File: config.mk
export PLATFORM = sky130hd
export DESIGN_NAME = fetch_stage_ctrl
export DESIGN_NICKNAME = d
export VERILOG_FILES = /design/src/rtl/pipe_pkg.sv /design/src/rtl/pipe_reg.sv /design/src/rtl/fetch_stage_ctrl.sv
export SDC_FILE = /design/constraint.sdc
export NUM_CORES = 1
export LEC_CHECK = 0
export ABC_AREA = 1
export CORE_MARGIN = 4
export CORE_UTILIZATION = 30
export CTS_CLUSTER_DIAMETER = 80
export DETAILED_ROUTE_END_ITERATION = 10
export HOLD_SLACK_MARGIN = 0.06
export SLEW_MARGIN = 20
export SYNTH_ARGS = -nofsm -noshare
export SYNTH_HDL_FRONTEND = slang
export SYNTH_HIERARCHICAL = 1
export SYNTH_SLANG_ARGS = --single-unit
export TNS_END_PERCENT = 30
File: constraint.sdc
create_clock -name clk -period 1.77 [get_ports clk]
set_input_delay 0.354 -clock clk [delete_from_list [all_inputs] [get_ports clk]]
set_output_delay 0.354 -clock clk [all_outputs]
set_load 0.05 [all_outputs]
File: src/rtl/pipe_pkg.sv
// Shared pipeline definitions: fetch FSM state type, NOP encoding and branch opcodes.
package pipe_pkg;

    typedef enum logic [1:0] {
        RUN   = 2'd0,
        STALL = 2'd1,
        FLUSH = 2'd2
    } fetch_state_t;

    localparam logic [31:0] NOP_INST = 32'h0000_0000;
    localparam logic [5:0]  OPC_BEQ  = 6'b000100;
    localparam logic [5:0]  OPC_BNE  = 6'b000101;

endpackage

File: src/rtl/pipe_reg.sv
// Generic pipeline register with synchronous reset, load enable and clear; clear beats enable.
module pipe_reg #(
    parameter int unsigned      WIDTH   = 32,
    parameter logic [WIDTH-1:0] CLR_VAL = '0
) (
    input  logic             clk,
    input  logic             rst,
    input  logic             en_i,
    input  logic             clr_i,
    input  logic [WIDTH-1:0] d_i,
    output logic [WIDTH-1:0] q_o
);

    logic [WIDTH-1:0] data_q;

    always_ff @(posedge clk) begin
        if (rst || clr_i) begin
            data_q <= CLR_VAL;
        end else if (en_i) begin
            data_q <= d_i;
        end
    end

    assign q_o = data_q;

endmodule

File: src/rtl/fetch_stage_ctrl.sv
// IF stage control: PC register, next-PC mux, IF/ID register, stall/flush FSM and stall watchdog.
// Optional stall performance counter enabled by defining FETCH_PERF_CNT_EN.
module fetch_stage_ctrl
    import pipe_pkg::*;
#(
    parameter logic [31:0] RESET_PC  = 32'h0000_0000,
    parameter int unsigned MAX_STALL = 8,
    parameter int unsigned CNT_W     = 4
) (
    input  logic         clk,
    input  logic         rst,
    input  logic         PCWrite,
    input  logic         IFIDWrite,
    input  logic         hazard,
    input  logic         branch_taken,
    input  logic [31:0]  branch_target,
    input  logic         jump,
    input  logic [31:0]  jump_target,
    input  logic [31:0]  imem_rdata,
    output logic [31:0]  imem_addr,
    output logic [31:0]  ifid_inst,
    output logic [31:0]  ifid_pc4,
    output logic         ifid_valid,
    output logic         ctrl_err,
    output logic         stall_timeout,
    output logic [31:0]  stall_cycles,
    output fetch_state_t fetch_state
);

    localparam logic [CNT_W-1:0] MAX_CNT = CNT_W'(MAX_STALL);

    logic [31:0]      pc_q, pc_d, pc_plus4;
    logic [CNT_W-1:0] stall_cnt_q, stall_cnt_d;
    logic             ctrl_err_q;
    fetch_state_t     state_q, state_d;
    logic             redirect, stall, advance;

    // Redirect outranks stall: a resolved branch while PCWrite=0 still redirects.
    assign redirect = (branch_taken | jump) & ~hazard;
    assign stall    = ~redirect & (~PCWrite | ~IFIDWrite);
    assign advance  = ~redirect & ~stall;
    assign pc_plus4 = pc_q + 32'd4;

    always_comb begin
        pc_d        = pc_plus4;
        state_d     = RUN;
        stall_cnt_d = '0;
        if (redirect) begin
            pc_d    = branch_taken ? branch_target : jump_target;
            state_d = FLUSH;
        end else if (stall) begin
            pc_d        = pc_q;
            state_d     = STALL;
            stall_cnt_d = (stall_cnt_q == MAX_CNT) ? stall_cnt_q : stall_cnt_q + 1'b1;
        end
    end

    always_ff @(posedge clk) begin
        if (rst) begin
            pc_q        <= RESET_PC;
            state_q     <= RUN;
            stall_cnt_q <= '0;
            ctrl_err_q  <= 1'b0;
        end else begin
            pc_q        <= pc_d;
            state_q     <= state_d;
            stall_cnt_q <= stall_cnt_d;
            ctrl_err_q  <= PCWrite ^ IFIDWrite;
        end
    end

    pipe_reg #(.WIDTH(32), .CLR_VAL(NOP_INST)) u_ifid_inst (
        .clk(clk), .rst(rst), .en_i(advance), .clr_i(redirect),
        .d_i(imem_rdata), .q_o(ifid_inst)
    );

    pipe_reg #(.WIDTH(32)) u_ifid_pc4 (
        .clk(clk), .rst(rst), .en_i(advance), .clr_i(redirect),
        .d_i(pc_plus4), .q_o(ifid_pc4)
    );

    pipe_reg #(.WIDTH(1)) u_ifid_valid (
        .clk(clk), .rst(rst), .en_i(advance), .clr_i(redirect),
        .d_i(1'b1), .q_o(ifid_valid)
    );

`ifdef FETCH_PERF_CNT_EN
    logic [31:0] perf_q;

    always_ff @(posedge clk) begin
        if (rst) begin
            perf_q <= '0;
        end else if (stall) begin
            perf_q <= perf_q + 32'd1;
        end
    end

    assign stall_cycles = perf_q;
`else
    assign stall_cycles = 32'h0;
`endif

    assign imem_addr     = pc_q;
    assign ctrl_err      = ctrl_err_q;
    assign stall_timeout = (stall_cnt_q == MAX_CNT);
    assign fetch_state   = state_q;

endmodule

# [Word level (Yosys, flattened, before mapping)]
# Index checks and enable logic that the tools add are counted.
[totals] reg_bits=104 output_inout_bits=133 inputBits=103 wordCells=31
[classes] mux=5 n_eq_ne=2 bitwise_logic=11 n_reduce_logical=3 addsub=2
[ops] operator="32-bit 2-to-1 mux" count=3
[ops] operator="32-bit by 3-bit adder with 32-bit output (second input constant)" count=1
[ops] operator="1-bit inverter" count=5
[ops] operator="4-bit by 1-bit adder with 4-bit output (second input constant)" count=1
[ops] operator="4-bit equality test (second input constant)" count=1
[ops] operator="1-bit AND" count=3
[ops] operator="3-bit OR reduction" count=1
[ops] operator="2-bit 2-to-1 mux" count=1
[ops] operator="2-bit != test (second input constant)" count=1
[ops] operator="1-bit bitwise OR" count=2
[ops] operator="2-bit OR reduction" count=1
[ops] operator="1-bit logical OR" count=1
[ops] operator="1-bit 2-to-1 mux" count=1
[ops] operator="1-bit XOR" count=1

# [Longest topological paths before layout]
[logic_depth] ltp_word=6 mapped_depth=13 depth_no_buf=12

# [By module]
# The synthesis kept the hierarchy.
[by_module_without_submodules] mod="fetch_stage_ctrl" cells_per_inst=520 area_each_um2=3201.8 instances=1 seq_area_each_um2=780.7
[by_module_without_submodules] mod="pipe_reg at u_ifid_inst ..." cells_per_inst=203 area_each_um2=1353.8 instances=2 seq_area_each_um2=640.6
[by_module_without_submodules] mod="pipe_reg at u_ifid_valid" cells_per_inst=7 area_each_um2=45.0 instances=1 seq_area_each_um2=20.0

# [Worst setup path before layout]
# OpenSTA, ideal clock, no wires.
[synth_path] kind="register to register" startpoint="register pc_q[3] (netlist: imem_addr[3])" endpoint="register u_ifid_pc4.data_q[22] (netlist: u_ifid_pc4/q_o[22])" setup_slack_ns=-0.191 arrival_ns=1.846 required_ns=1.655 synth_period_minus_slack_ns=1.961 path_buffers=0 setup_time_ns=0.115 path_stages_with_launch=12 path_cell_list="dfxtp_1 > ha_1 > nand2_1 > nor2_1 > nand2_1 > nor2_4 > nand3_1 > and2_1 > inv_1 > nand2_1 > nand2_1 > nor2_1"
[synth_via] elab_chain_cells=1
[synth_lines] item="from (decl)" line_no="fetch_stage_ctrl.sv:32" source="logic [31:0] pc_q, pc_d, pc_plus4;"
[synth_lines] item="from (signal assigned)" line_no="fetch_stage_ctrl.sv:65" source="pc_q <= pc_d;"
[synth_lines] item="32-bit by 3-bit adder with 32-bit output" line_no="fetch_stage_ctrl.sv:42" source="assign pc_plus4 = pc_q + 32'd4;"
[synth_lines] item="via pc_plus4[22]" line_no="fetch_stage_ctrl.sv:32"
[synth_lines] item="to (signal assigned)" line_no="pipe_reg.sv:20" source="data_q <= d_i;"
[synth_lines] item="to (decl)" line_no="pipe_reg.sv:14" source="logic [WIDTH-1:0] data_q;"
# The timed path passes the listed nets, and every way through them passes these cells.
# A chain may end at the register's enable or synchronous reset.

# [Worst setup path in the final report]
[layout_path] startpoint="register stall_cnt_q[0]" endpoint="output port stall_timeout"
[layout_via] elab_chain_cells=1
[layout_lines] item="from (decl)" line_no="fetch_stage_ctrl.sv:33" source="logic [CNT_W-1:0] stall_cnt_q, stall_cnt_d;"
[layout_lines] item="from (signal assigned)" line_no="fetch_stage_ctrl.sv:67" source="stall_cnt_q <= stall_cnt_d;"
[layout_lines] item="4-bit equality test" line_no="fetch_stage_ctrl.sv:105" source="assign stall_timeout = (stall_cnt_q == MAX_CNT);"
[layout_lines] item="to (decl)" line_no="fetch_stage_ctrl.sv:25" source="output logic stall_timeout,"
# No other way between the ends.

==> flow_summary_export.csv <==
group,metric,value,unit
status,outcome,"completed",
timing,hold_viol_final,0,
floorplanning,die-width,149,µm
placed_design,dp_hpwl,13600,µm
layout,drive_gt1_frac,0.169,
power_and_ir_drop,power_density,741,nW/µm²
timing,tns,0,ps
yosys,yosys.cell_types.count,30,
floorplanning,initial_utilization,0.306,
clock_tree,cts.sinks,104,
yosys,avgSynthCellArea,6.38,µm²
clock_tree,postCtsHoldBufs,0,
yosys,ys_ff_latch,104,
yosys,synthCells,933,
layout,regArea,2090,µm²
timing,setup_violations,0,
clock_tree,cts-root-buf,"clkbuf_16",
worst_setup_path,crit_required,1420,ps
timing,hold_ws,472,ps
floorplanning,fp.dieH,149,µm
floorplanning,core_area,19500,µm²
worst_setup_path,arrival,1360,ps
layout,nets,1249,
timing,fmax,584,MHz
global_route,overflow,0,
floorplanning,dieArea,22200,µm²
yosys,syn_area,5950,µm²
global_route,antenna_found_initial,0,
layout,area_growth,42.0,%
hold_path,hold_class,"reg2reg",
detailed_routing,viasPerCell,4.14,
worst_setup_path,critPathBufInv,2,
clock_tree,cts_made_buffers,9,
flow_run,maxCapViolCount,0,
timing,rsz0062_at_grt,"true",
placed_design,io_buffer_count,203,
placed_design,preCtsSetupSlack,-120,ps
yosys,synth_top_area_frac,0.350,
detailed_routing,drc,0,
timing,fin_crit_sh,0.967,
worst_setup_path,cp_slowest_cell,"dfxtp_2",
worst_setup_path,crit_chain,"inv_1 -> ha_1 -> nand2_1 -> nor2_4 -> buf_12",
global_route,grt_use_total,0.156,
floorplanning,num_rows,51,
layout,layoutNonFillerInstCount,1412,
timing,slew_viol_final,0,
detailed_routing,drt_first_pass_iters,5,
detailed_routing,wl,17700,µm
detailed_routing,drt-initial-drc-count,274,
worst_setup_path,worstSetupEndpointType,"output pin",
placed_design,numPlacedInstances,1393,
clock_tree,clk_pin_slew,70,ps
clock_tree,clock_path_buffers,2,
yosys,yosysSeqAreaShare,0.350,
yosys,synth_largest_area_cell,"dfxtp_1",
global_route,grt_max_degree,66,
worst_setup_path,path_max_fanout,4,
layout,fill_cells,2113,
yosys,yosys_warnings,6,
power_and_ir_drop,peakVddDrop,526,µV
detailed_routing,vias,5840,
layout,fin_util,0.435,
detailed_routing,post_drt_wl_per_cell,12.5,µm
detailed_routing,postRouteAntennaNets,0,
global_route,grt_pass1_wl,27700,µm
clock_tree,htreeDepth,3,
worst_setup_path,path_delay_family,"flip-flops",
timing,period_needed,1710,ps
worst_setup_path,slowest_delay,340,ps
floorplanning,io_pins,236,
worst_setup_path,start_kind,"register",
worst_setup_path,worstSetupPathType,"reg2out",
timing,skew,6.46,ps
layout,multiInputGateArea,2940,µm²
timing,setup_ws,58.9,ps
clock_tree,cts_tree,"built",
power_and_ir_drop,p_leak,3.88,nW
layout,diodes,0,
global_route,grt_pass1_vias,5368,
clock_tree,clk_latency,350,ps
yosys,yosys-top-cells-area,"dfxtp_1 35%, nand2_1 18%, nor2_1 11%",
placed_design,routabilityCongestion,0.815,
## worst paths after layout
| kind | startpoint | endpoint | slack (ps) | cells after the start |
|---|---|---|---|---|
| max | stall_cnt_q[0] | stall_timeout | 60 | 5 |
| min | u_ifid_inst/q_o[24] | u_ifid_inst/q_o[24] | 470 | 2 |
| max reg2reg | imem_addr[3] | u_ifid_pc4/q_o[16] | 120 | 11 |
| min reg2reg | u_ifid_inst/q_o[24] | u_ifid_inst/q_o[24] | 470 | 2 |
## kinds of logic after synthesis
logic type,after synthesis,share of synthesized area
adders and majority gates,4,0.00841
xor gates and xnor gates,17,0.0313
DFF,104,0.350
muxes,2,0.00357
buffers and inverters,220,0.184
other,2,0.00126
AOI/OAI and AO/OA,90,0.0832
and+or+nand+nor,494,0.338
## power by group
part / internal (mW) / switching, mW / leakage [nW] / total [mW]
clock: 1.02 / 0.978 / 0.141 / 1.99
sequential: 2.46 / 0.0987 / 0.852 / 2.55
combinational: 0.650 / 1.07 / 2.89 / 1.72
total: 4.12 / 2.14 / 3.88 / 6.26
## metrics by stage
stage / instance area, µm² / total power [mW]
after floorplan: 6080 / 3.74
after global placement: 8090 / 4.32
after detailed placement: 8090 / 4.33
after CTS: 8390 / 6.35
after global routing: 8460 / 6.60
final: 8460 / 6.26
## cell usage after synthesis
master and count:
buf_2 4, and2_1 4, xnor2_1 5, nand2_2 2
mux2_2 1, xor2_2 5, o22ai_1 14, xor2_1 7
buf_4 43, nor2_4 10, inv_2 2, conb_1 2
a21oi_1 27, nand2_1 285, mux2i_1 1, dfxtp_1 104
nor2_2 3, o211ai_1 7, nand3_1 17, nor2_1 169
nor2_8 2, nor3_1 1, clkbuf_1 11, nand2_4 1
buf_6 14, ha_1 4, o31ai_1 1, a31oi_1 6
inv_1 146, o21ai_0 35
## worst min-delay path, stage by stage, from the launching register on
cell	delay, ps
dfxtp_1	310
nor2_1	80
nor2_1	50
## routing by layer
layer | up-vias | GRT usage | wire [µm] | share of wire
met5 | - | 0 | 0 | 0
met4 | 0 | 0.0297 | 184 | 0.010
met3 | 13 | 0.0514 | 1550 | 0.087
met2 | 193 | 0.248 | 7800 | 0.44
met1 | 2503 | 0.209 | 8180 | 0.46
li1 | 3131 | - | - | -
## registers in the layout, indices dropped and copies added (netlist names)
name,count
ctrl_err,1
fetch_state,2
imem_addr,32
stall_cnt_q,4
u_ifid_inst/q_o,32
u_ifid_pc4/q_o,32
u_ifid_valid/q_o,1
## timing repair
item / CTS / global route
pin swaps: 1 / 4
hold endpoints to repair: 0 / 0
resized for setup: 2 / 11
setup buffers: 0 / 3
endpoints found under the setup margin: 2 / 15
## cell type report
type / count / area share
Sequential cell: 104 / 0.247
Tap cell: 265 / 0.0392
Timing Repair Buffer: 239 / 0.265
Inverter: 148 / 0.0660
Clock inverter: 6 / 0.00592
Multi-Input combinational cell: 640 / 0.348
Clock buffer: 10 / 0.0283
## cells in the final DEF, fill, tap and decap left out, types with 27 or more instances in the layout
cell type / netlist / final
a21oi_1: 27 / 27
buf_4: 43 / 121
clkdlybuf4s50_1: 0 / 101
conb_1: 2 / 33
dfxtp_1: 104 / 98
inv_1: 146 / 145
nand2_1: 285 / 284
nor2_1: 169 / 165
o21ai_0: 35 / 35
No activity file was read; power rests on OpenSTA's default activity.
